$ cat config.mk
export PLATFORM = sky130hd
export DESIGN_NAME = mul32_iter
export DESIGN_NICKNAME = d
export VERILOG_FILES = /design/src/rtl/mul_pkg.sv /design/src/rtl/mul_step.sv /design/src/rtl/mul32_iter.sv
export SDC_FILE = /design/constraint.sdc
export NUM_CORES = 1
export LEC_CHECK = 0
export BUFFER_PORTS_ARGS = -buffer_cell sky130_fd_sc_hd__buf_4
export CAP_MARGIN = 25
export CORE_ASPECT_RATIO = 1.25
export CORE_MARGIN = 1.5
export CORE_UTILIZATION = 56
export DETAILED_ROUTE_END_ITERATION = 10
export PLACE_DENSITY = 0.8
export SYNTH_ARGS = -nofsm -noshare
export SYNTH_HDL_FRONTEND = slang
export SYNTH_SLANG_ARGS = --single-unit
export TNS_END_PERCENT = 5
$ cat constraint.sdc
create_clock -name clk -period 6.1 [get_ports clk]
set_input_delay 1.22 -clock clk [delete_from_list [all_inputs] [get_ports clk]]
set_output_delay 1.22 -clock clk [all_outputs]
set_load 0.01 [all_outputs]
$ cat src/rtl/mul_pkg.sv
// Shared types and constants for the iterative 32x32 unsigned multiplier.
package mul_pkg;

  localparam int unsigned W     = 32;
  localparam int unsigned PW    = 2 * W;
  localparam int unsigned CNT_W = 6;

  // Bit s set means STEP=s is a supported retire width.
  localparam logic [7:0] STEP_LEGAL_MASK = 8'b0001_0110;

  typedef enum logic [1:0] {
    IDLE = 2'd0,
    BUSY = 2'd1,
    DONE = 2'd2
  } state_e;

  function automatic bit step_is_legal(input int unsigned s);
    return (s < 8) && STEP_LEGAL_MASK[s[2:0]];
  endfunction

endpackage

$ cat src/rtl/mul_step.sv
// One add-and-shift iteration: add a*m at bit W of the accumulator, then shift right by STEP.
module mul_step
  import mul_pkg::*;
#(
  parameter int unsigned STEP = 1
) (
  input  logic [PW+STEP-1:0] acc_i,
  input  logic [W-1:0]       a_i,
  input  logic [STEP-1:0]    m_i,
  output logic [PW+STEP-1:0] acc_o
);

  localparam int unsigned AW = PW + STEP;

  logic [W+STEP-1:0] part;
  logic [AW-1:0]     sum;

  // Terms enter at bit W and only move down, so the low product bits are never shifted out.
  always_comb begin
    part  = (W+STEP)'(a_i) * (W+STEP)'(m_i);
    sum   = acc_i + {part, {W{1'b0}}};
    acc_o = sum >> STEP;
  end

endmodule

$ cat src/rtl/mul32_iter.sv
// Iterative 32x32 -> 64 unsigned multiplier retiring STEP multiplier bits per cycle,
// with valid/ready handshakes on operands and product.
module mul32_iter
  import mul_pkg::*;
#(
  parameter int unsigned STEP = 1
) (
  input  logic          clk,
  input  logic          rst,
  input  logic          in_valid,
  output logic          in_ready,
  input  logic [W-1:0]  a,
  input  logic [W-1:0]  b,
  output logic          out_valid,
  input  logic          out_ready,
  output logic [PW-1:0] p
);

  localparam int unsigned AW      = PW + STEP;
  localparam int unsigned N_STEPS = W / STEP;
  localparam logic [CNT_W-1:0] LAST_CNT = CNT_W'(N_STEPS - 1);

  if (!step_is_legal(STEP)) begin : g_bad_step
    $error("mul32_iter: STEP must be 1, 2 or 4");
  end

  state_e           state_q, state_d;
  logic [CNT_W-1:0] cnt_q, cnt_d;
  logic [AW-1:0]    acc_q, acc_d;
  logic [W-1:0]     a_q, a_d;
  logic [W-1:0]     b_q, b_d;
  logic             in_ready_q, in_ready_d;
  logic             out_valid_q, out_valid_d;
  logic [AW-1:0]    step_acc;

  mul_step #(.STEP(STEP)) u_step (
    .acc_i (acc_q),
    .a_i   (a_q),
    .m_i   (b_q[STEP-1:0]),
    .acc_o (step_acc)
  );

  always_ff @(posedge clk or posedge rst) begin
    if (rst) begin
      state_q     <= IDLE;
      cnt_q       <= '0;
      acc_q       <= '0;
      a_q         <= '0;
      b_q         <= '0;
      in_ready_q  <= 1'b1;
      out_valid_q <= 1'b0;
    end else begin
      state_q     <= state_d;
      cnt_q       <= cnt_d;
      acc_q       <= acc_d;
      a_q         <= a_d;
      b_q         <= b_d;
      in_ready_q  <= in_ready_d;
      out_valid_q <= out_valid_d;
    end
  end

  always_comb begin
    state_d = state_q;
    case (state_q)
      IDLE:    if (in_valid) state_d = BUSY;
      BUSY:    if (cnt_q == LAST_CNT) state_d = DONE;
      DONE:    if (out_ready) state_d = IDLE;
      default: state_d = IDLE;
    endcase
  end

  // Datapath: operands are sampled only on the accept edge, so later input changes are ignored.
  always_comb begin
    cnt_d = cnt_q;
    acc_d = acc_q;
    a_d   = a_q;
    b_d   = b_q;
    if (state_q == IDLE && in_valid) begin
      cnt_d = '0;
      acc_d = '0;
      a_d   = a;
      b_d   = b;
    end else if (state_q == BUSY) begin
      cnt_d = cnt_q + CNT_W'(1);
      acc_d = step_acc;
      b_d   = b_q >> STEP;
    end
  end

  always_comb begin
    in_ready_d  = (state_d == IDLE);
    out_valid_d = (state_d == DONE);
  end

  assign in_ready  = in_ready_q;
  assign out_valid = out_valid_q;
  assign p         = acc_q[PW-1:0];

endmodule

==> results of run 1 <==
## cell usage in the layout (no fill, tap or decap), types with 4 or more instances in the layout
cell,synthesis,final
nand2_1,247,247
buf_4,4,140
dfrtp_1,137,137
o21ai_0,93,93
a21oi_1,34,34
ha_1,33,33
and2_1,32,32
a22oi_1,31,31
o21ai_1,19,19
clkbuf_16,0,17
nor2_1,14,14
xor2_1,14,14
inv_1,14,13
a21o_1,12,12
nand3_1,11,11
nand4_1,10,10
xnor2_1,10,10
o21bai_1,7,6
a211oi_1,4,4
o31ai_1,4,4
a221o_1,4,4
nand2b_1,4,4
nor3_1,4,4
inv_6,0,4
clkinv_2,0,4
## power by group
part	leakage [nW]	switching (mW)	internal, mW
Combinational	2.30	1.15	0.936
Clock	0.297	0.409	0.656
Sequential	1.75	0.324	1.33
## path summary, 6_finish.rpt
kind | end | slack, ns | depth (start not counted)
min in group asynchronous | out_valid | 0.96 | 2
worst max-delay path | acc_q[61] | 2.66 | 11
worst min register to register | a_q[27] | 0.46 | 2
worst max register to register | acc_q[61] | 2.66 | 11
max in group asynchronous | acc_q[50] | 4.01 | 3
worst min-delay path | a_q[27] | 0.46 | 2
## state kept, by name, indices dropped and copies added, names as in the netlist
name	cells
acc_q	64
a_q	32
b_q	32
cnt_q	6
state_q	2
in_ready	1
out_valid	1
## cells by family (layout without fill, tap and decap cells)
family | Yosys count | count (layout) | share of synthesized area, %
compound gates | 250 | 250 | 21.47
xor+xnor | 24 | 24 | 2.775
fa+ha+maj | 34 | 34 | 5.714
buf+inv | 72 | 187 | 4.542
flops | 138 | 138 | 45.60
mux | 1 | 1 | 0.1321
simple gates | 342 | 342 | 19.77
## cell type report
class	count	area, um2	area share [%]
clock buffer	18	439.2	4.768
clock inverter	14	168.9	1.834
inverter	14	57.56	0.6248
multi-input combinational	651	3806	41.32
sequential	138	3455	37.50
tap	171	214.0	2.323
timing repair buffer	141	1071	11.63
## per-stage QoR
step / utilization, % / cell area (um2) / hold slack (ns) / power [mW] / instances
after floorplan: - / 7576 / 0.4374 / 3.060 / 861
after global routing: 69.62 / 9211 / 0.4899 / 5.163 / 1147
final: 69.62 / 9211 / 0.4629 / 4.804 / 1147
after detailed placement: 64.87 / 8583 / 0.4545 / 3.724 / 1114
after global placement: 64.87 / 8583 / 0.4537 / 3.659 / 1114
after CTS: 69.47 / 9191 / 0.4700 / 4.806 / 1146
## metal layers
layer | routed length (um) | vias up | GRT usage (%)
met5 | 0 | - | 0
met4 | 333 | 0 | 8.741
met3 | 875 | 34 | 6.798
met2 | 9449 | 171 | 45.47
met1 | 7703 | 3220 | 34.33
li1 | - | 3183 | -
## worst reg2reg max path, delay by kind of cell (launching register included)
kind | cells | cell delay (ns)
AO/OA/AOI/OAI | 4 | 0.93
adder cells (fa/ha/maj) | 2 | 0.61
buffers and inverters | 1 | 0.07
flip-flops | 1 | 0.92
AND/OR/NAND/NOR | 4 | 0.80
==> impl_results.md, run 1 <==
- Final HPWL DP: 12,280 um
- Area grow syn2layout: 21.59%
- # Max-Cap Violations: 0
- Initial Util: 57.26%
- Gp weighted congestion: between 0.8 and 0.9
- Post-CTS Setup Bufs: 0
- Mapped Nets: 963
- Yosys top cell area share: between 40 and 50%
- Seq/Total Area, Yosys: 45.60%
- EDFF count, synth: 0
- Fin. max-slew vios: 0
- # diodes: 0
- Achievable Freq: ~290 MHz
- Antenna violations before repair: 0
- Die height: between 100 and 150 um
- Setup crit start kind: flop
- Via density: 5.761
- Max_slew headroom: roughly a third
- Setup violators final: 0
- CP required: around 6.4 ns
- Dpl ws: about 2.7 ns
- Vias in the first global route: approximately 6,600
- Fin. Hold Viols: 0
- Number of port buffers: between 100 and 150
- Count of cell types in the netlist: just over 70
- CTS tree: yes
- Layout fillers: 1,095
- Clock root buffer: clkbuf_16
- Worst-path clk slew: ~0.06 ns
- Asr flop ratio synth: 100.0%
- Critical path's top delay family: flip-flops
- Post-synth top area cell: dfrtp_1
- Num CTS Buffers: 17
- Worst Setup Path Type: flop to flop
- Final wirelength: 18,360 um
- DRT antenna net count: 0
- Critical path launch point: b_q[0]
- Post-Syn Area: 7576 um2
- Status: finished clean
- CP Buf/Inv Count: 1
- Least-Margin Pin Slew: about 0.98 ns
- Commonest cells post-synth: nand2_1, dfrtp_1, o21ai_0
- Slowest library cell on the worst path: dfrtp_1
- WL per Instance: around 16 um
- Die ar.: between 10,000 and 15,000 um2
- Clk sink count: roughly 140
- Largest net degree at the start of global routing: 94
- Crit share post-route: a little under three fifths
- Max VDD drop: just under 0.0003 V
- Core Box Area: roughly 13,000 um2
- Via Count: around 6,600
- Avg Inst Size Synth: approximately 9 um2
- Clk buf depth: 2
- Leak: between 4 and 5 nW
- RSZ-0062 raised after global routing: no
- Count leader, synth: nand2_1
- Layout Nets: between 1,000 and 1,500
- Power Density: around 520 nW/um2
- Synth Warn #: 0
- Largest stage delay, worst path: a little over 0.9 ns
- Synth area leaders: dfrtp_1, nand2_1, o21ai_0
- FP Rows: 47
- CP Capture Type: flop
- Initial detailed-routing violation count: ~370
- CTS Hold Bufs: 0
- Fin crit period: 3.440 ns
- Cells after synthesis: 861
- Pre-antenna DRT Iters: 5
- Post-cts resize count: 0
- Data arrival time of the worst path: 3.74 ns
- Setup TNS: 0 ns
- # IOs: 134
- Total grt overflow: 0
- CP Max Fanout: 33
- Hold crit path type: flop to flop
- Setup Skew: 0.01083 ns
- Global-route wire length before repair: between 30,000 and 40,000 um
- Htree depth: 4
- Worst-path cell chain: and2_1 -> ha_1 -> inv_1 -> fa_1 -> nor2b_4 -> o2111ai_2 -> a21oi_2 -> o41ai_4 -> o31a_2 -> nand4_1 -> or3b_1
- Chip Width: about 110 um
- Reg-to-reg startpoint: b_q[0]
- Main synth FF type: dfrtp_1
- Critical hold path startpoint: a_q[27]
- Remaining DRCs: 0
- Later-pin clock latency in the skew report: approximately 0.42 ns
- Seq cells post-synth: around 140
- Layout cell share with drive strength beyond 1: roughly a fifth
- Crit path setup slack, layout: roughly 2.7 ns
- GRT Overall Usage: 27.16%
(Power assumes the default switching activity.)
==> run 2: changes to the inputs <==
Settings changed: ABC_AREA set to 1, CORE_UTILIZATION 56 to 52, PLACE_DENSITY 0.8 to 0.77.
Clock period 6.1 ns to 2.9 ns, I/O delays scaled along.
==> run 2 against run 1 <==
  * Fmax is 46% higher
  * Sequential power is 110% higher
  * Combinational power grew to 3.0 times the previous value
  * Critical endpoint is now acc_q[50]
  * First-iteration DRC count is 3.3% lower
  * Core utilization is 4.0 points lower
  * Sequential share of layout area is 2.6 points lower
  * Largest power group unchanged
==> impl_results.md, run 2 <==
- Commonest cells after routing, fill and taps aside: nand2_1, inv_1, buf_4
- Global-route wire length before repair: 34,050 um (+9.3%)
- Final wirelength: 20,740 um (+13%)
- RSZ-0062 raised after global routing: no
- Most used cell, CP: nand2_1
- Worst-path clk slew: 0.07 ns (about the same)
- Slowest library cell on the worst path: dfrtp_1
- Area grow syn2layout: 22.05%
- Gp weighted congestion: 0.9780 (+13%)
- Die ar.: 16,340 um2 (+15%)
- Final core occ: 65.59% (-4.0 points)
- Seq cells post-synth: 138 (unchanged)
- Achievable Freq: 425.0 MHz (+46%)
- Final hold slack: 0.2648 ns (-0.1981 ns)
- Leak: 5.689 nW (+31%)
- Post-Syn Area: 8102 um2 (+6.9%)
- Later-pin clock latency in the skew report: 0.43 ns (about the same)
- Core Box Area: 15,080 um2 (+14%)
- Clk sink count: 138 (unchanged)
- Vias in the first global route: 7,220 (+9.5%)
- Post-route cell area: 9888 um2 (+7.3%)
- Largest regs: acc_q: 64 flops, a_q: 32 flops, b_q: 32 flops
- CP Buf/Inv Count: 2 (+1)
- # IOs: 134 (unchanged)
- Worst Setup Path Type: flop to flop
- Main synth FF type: dfrtp_1
- Clk buf depth: 2 (unchanged)
- Fin crit period: 2.353 ns (-1.087 ns)
- # Max-Cap Violations: 0 (unchanged)
- Largest stage delay, worst path: 0.39 ns (-0.53 ns)
- Dpl ws: 0.6022 ns (-2.048 ns)
- Fin. max-slew vios: 0 (unchanged)
- Num CTS Buffers: 17 (unchanged)
- Chip Width: 114.6 um (+7.1%)
- Power Density: 1203 nW/um2 (+130%)
- Mapped Nets: 1,235 (+28%)
- Max VDD drop: 0.0005518 V (+86%)
- Asr flop ratio synth: 100.0% (unchanged)
- Hold crit path type: input port to async pin
- Clk network pwr share: 18.9% (-3.3 points)
- Cells after synthesis: 1,133 (+32%)
- CP Max Fanout: 31 (-6.1%)
- Placed Area: 9269 um2 (+8.0%)
- Most common cell after layout, fill and taps aside: nand2_1
- Synth Warn #: 0 (unchanged)
- Layout Nets: 1,362 (+28%)
- GRT Overall Usage: 26.62% (-0.54 points)
- Largest net degree at the start of global routing: 66 (-30%)
- Count of cell types in the netlist: 39 (-45%)
- Clock root buffer: clkbuf_16
- Total grt overflow: 0 (unchanged)
- Count leader, synth: nand2_1
- Setup crit start kind: flop
- Least-Margin Pin Slew: 0.7194 ns (-0.2650 ns)
- Reg power frac: 28.6% (-5.8 points)
- Max reg flops: 64 (unchanged)
- Setup Skew: 0.01079 ns (-0.00003680 ns)
- Fin. Hold Viols: 0 (unchanged)
- Remaining DRCs: 0 (unchanged)
- Worst-path cell chain: buf_4 -> nand2_1 -> inv_1 -> ha_1 -> nand2_2 -> nor2_1 -> nand2_1 -> nand3_1 -> nand2_1 -> nand2_1 -> nand2_1 -> nand3_1 -> nand2_1
- DRT antenna net count: 0 (unchanged)
- Pre-antenna DRT Iters: 6 (+1)
- Data arrival time of the worst path: 2.67 ns (-1.07 ns)
- Number of port buffers: 133 (unchanged)
- Initial Util: 53.73% (-3.5 points)
- Post-Layout Cell Count: 1,481 (+29%)
- Combinational Power Share: 52.5% (+9.1 points)
- Commonest cells post-synth: nand2_1, inv_1, dfrtp_1
- Final HPWL DP: 15,000 um (+22%)
- Setup TNS: 0 ns (unchanged)
- Post-CTS Setup Bufs: 0 (unchanged)
- EDFF count, synth: 0 (unchanged)
- Net switching power: 5.416 mW (+190%)
- Synth area leaders: dfrtp_1, nand2_1, inv_1
- Initial detailed-routing violation count: 353 (-3.3%)
- Setup violators final: 0 (unchanged)
- Biggest register: acc_q
- CTS tree: yes
- # diodes: 0 (unchanged)
- Avg Inst Size Synth: 7.151 um2 (-19%)
- Antenna violations before repair: 0 (unchanged)
- FP Rows: 50 (+6.4%)
- Total chip power: 11.89 mW (+150%)
- Post-cts resize count: 0 (unchanged)
- Yosys top cell area share: 42.32% (-2.9 points)
- CP Capture Type: flop
- Crit share post-route: 81.14% (+25 points)
- Placed Cells: 1,449 (+30%)
- Post-synth top area cell: dfrtp_1
- Seq/Total Area, Yosys: 42.64% (-3.0 points)
- Switching Share: 45.54% (+6.3 points)
- Via Count: 7,304 (+11%)
- WL per Instance: 14.00 um (-13%)
- Max_slew headroom: 51.94% (+18 points)
- Pint: 6.478 mW (+120%)
- Htree depth: 4 (unchanged)
- Layout cell share with drive strength beyond 1: 16.73% (-3.7 points)
- Die height: 142.6 um (+7.1%)
- Layout fillers: 1,346 (+23%)
- Status: finished clean
- CP required: 3.21 ns (-3.19 ns)
- Crit path setup slack, layout: 0.5470 ns (-2.113 ns)
- Critical path's top delay family: simple AND/OR/NAND/NOR gates
- CTS Hold Bufs: 0 (unchanged)
- Via density: 4.932 (-14%)
run 2: cell types whose count changed after synthesis, moves of 30 or more:
cell / delta
nand3_1: +30
o22ai_1: +31
o21ai_0: -77
clkbuf_1: -32
o221ai_1: +30
nor2_1: +38
and2_1: -31
inv_1: +201
a22oi_1: -31
nand2_1: +200
run 2: cells by family (layout without fill, tap and decap cells):
kind of cell	after synthesis	after routing	synth area share [%]
buf+inv	257	397	12.90
simple gates	579	579	29.07
compound gates	122	122	9.699
flops	138	138	42.64
mux	1	1	0.1390
xor+xnor	2	2	0.2163
fa+ha+maj	34	34	5.344
run 2: path summary, 6_finish.rpt:
kind | start | end | slack [ns] | cells after the start
max | b_q[0] | acc_q[50] | 0.55 | 13
min | rst | acc_q[17] | 0.26 | 2
max reg2reg | b_q[0] | acc_q[50] | 0.55 | 13
min reg2reg | a_q[29] | a_q[29] | 0.48 | 2
max in group asynchronous | rst | in_ready | 1.89 | 3
min in group clk | a[3] | a_q[3] | 0.34 | 3
run 2: layer usage:
metal / vias to the layer above / part of all wire (%) / track usage (%)
li1: 3764 / - / -
met4: 0 / 2.9 / 10.59
met2: 180 / 51 / 47.21
met5: - / 0 / 0
met1: 3314 / 42 / 30.99
met3: 46 / 4.6 / 5.963
run 2: layout make-up:
type | instances | area (um2) | area share (%)
Multi-Input combinational cell | 738 | 3602 | 36.43
Sequential cell | 138 | 3455 | 34.94
Timing Repair Buffer | 144 | 1119 | 11.31
Inverter | 221 | 833.3 | 8.427
Clock buffer | 17 | 425.4 | 4.302
Tap cell | 208 | 260.3 | 2.632
Clock inverter | 15 | 193.9 | 1.961
run 2: power groups by stage:
stage                     logic, mW  clock network [mW]  registers (mW)
after floorplan                4.29                   0            3.48
after global placement         6.09                   0            3.40
after detailed placement       6.22                   0            3.41
after CTS                      6.27                2.29            3.40
after global routing           7.06                2.38            3.50
final                          6.24                2.25            3.40
run 2: worst register-to-register path: cells and delay by family (launching register included):
family	cells	cell delay, ns
DFF	1	0.39
buffers and inverters	2	0.30
adders and majority gates	1	0.39
and+or+nand+nor	10	1.16
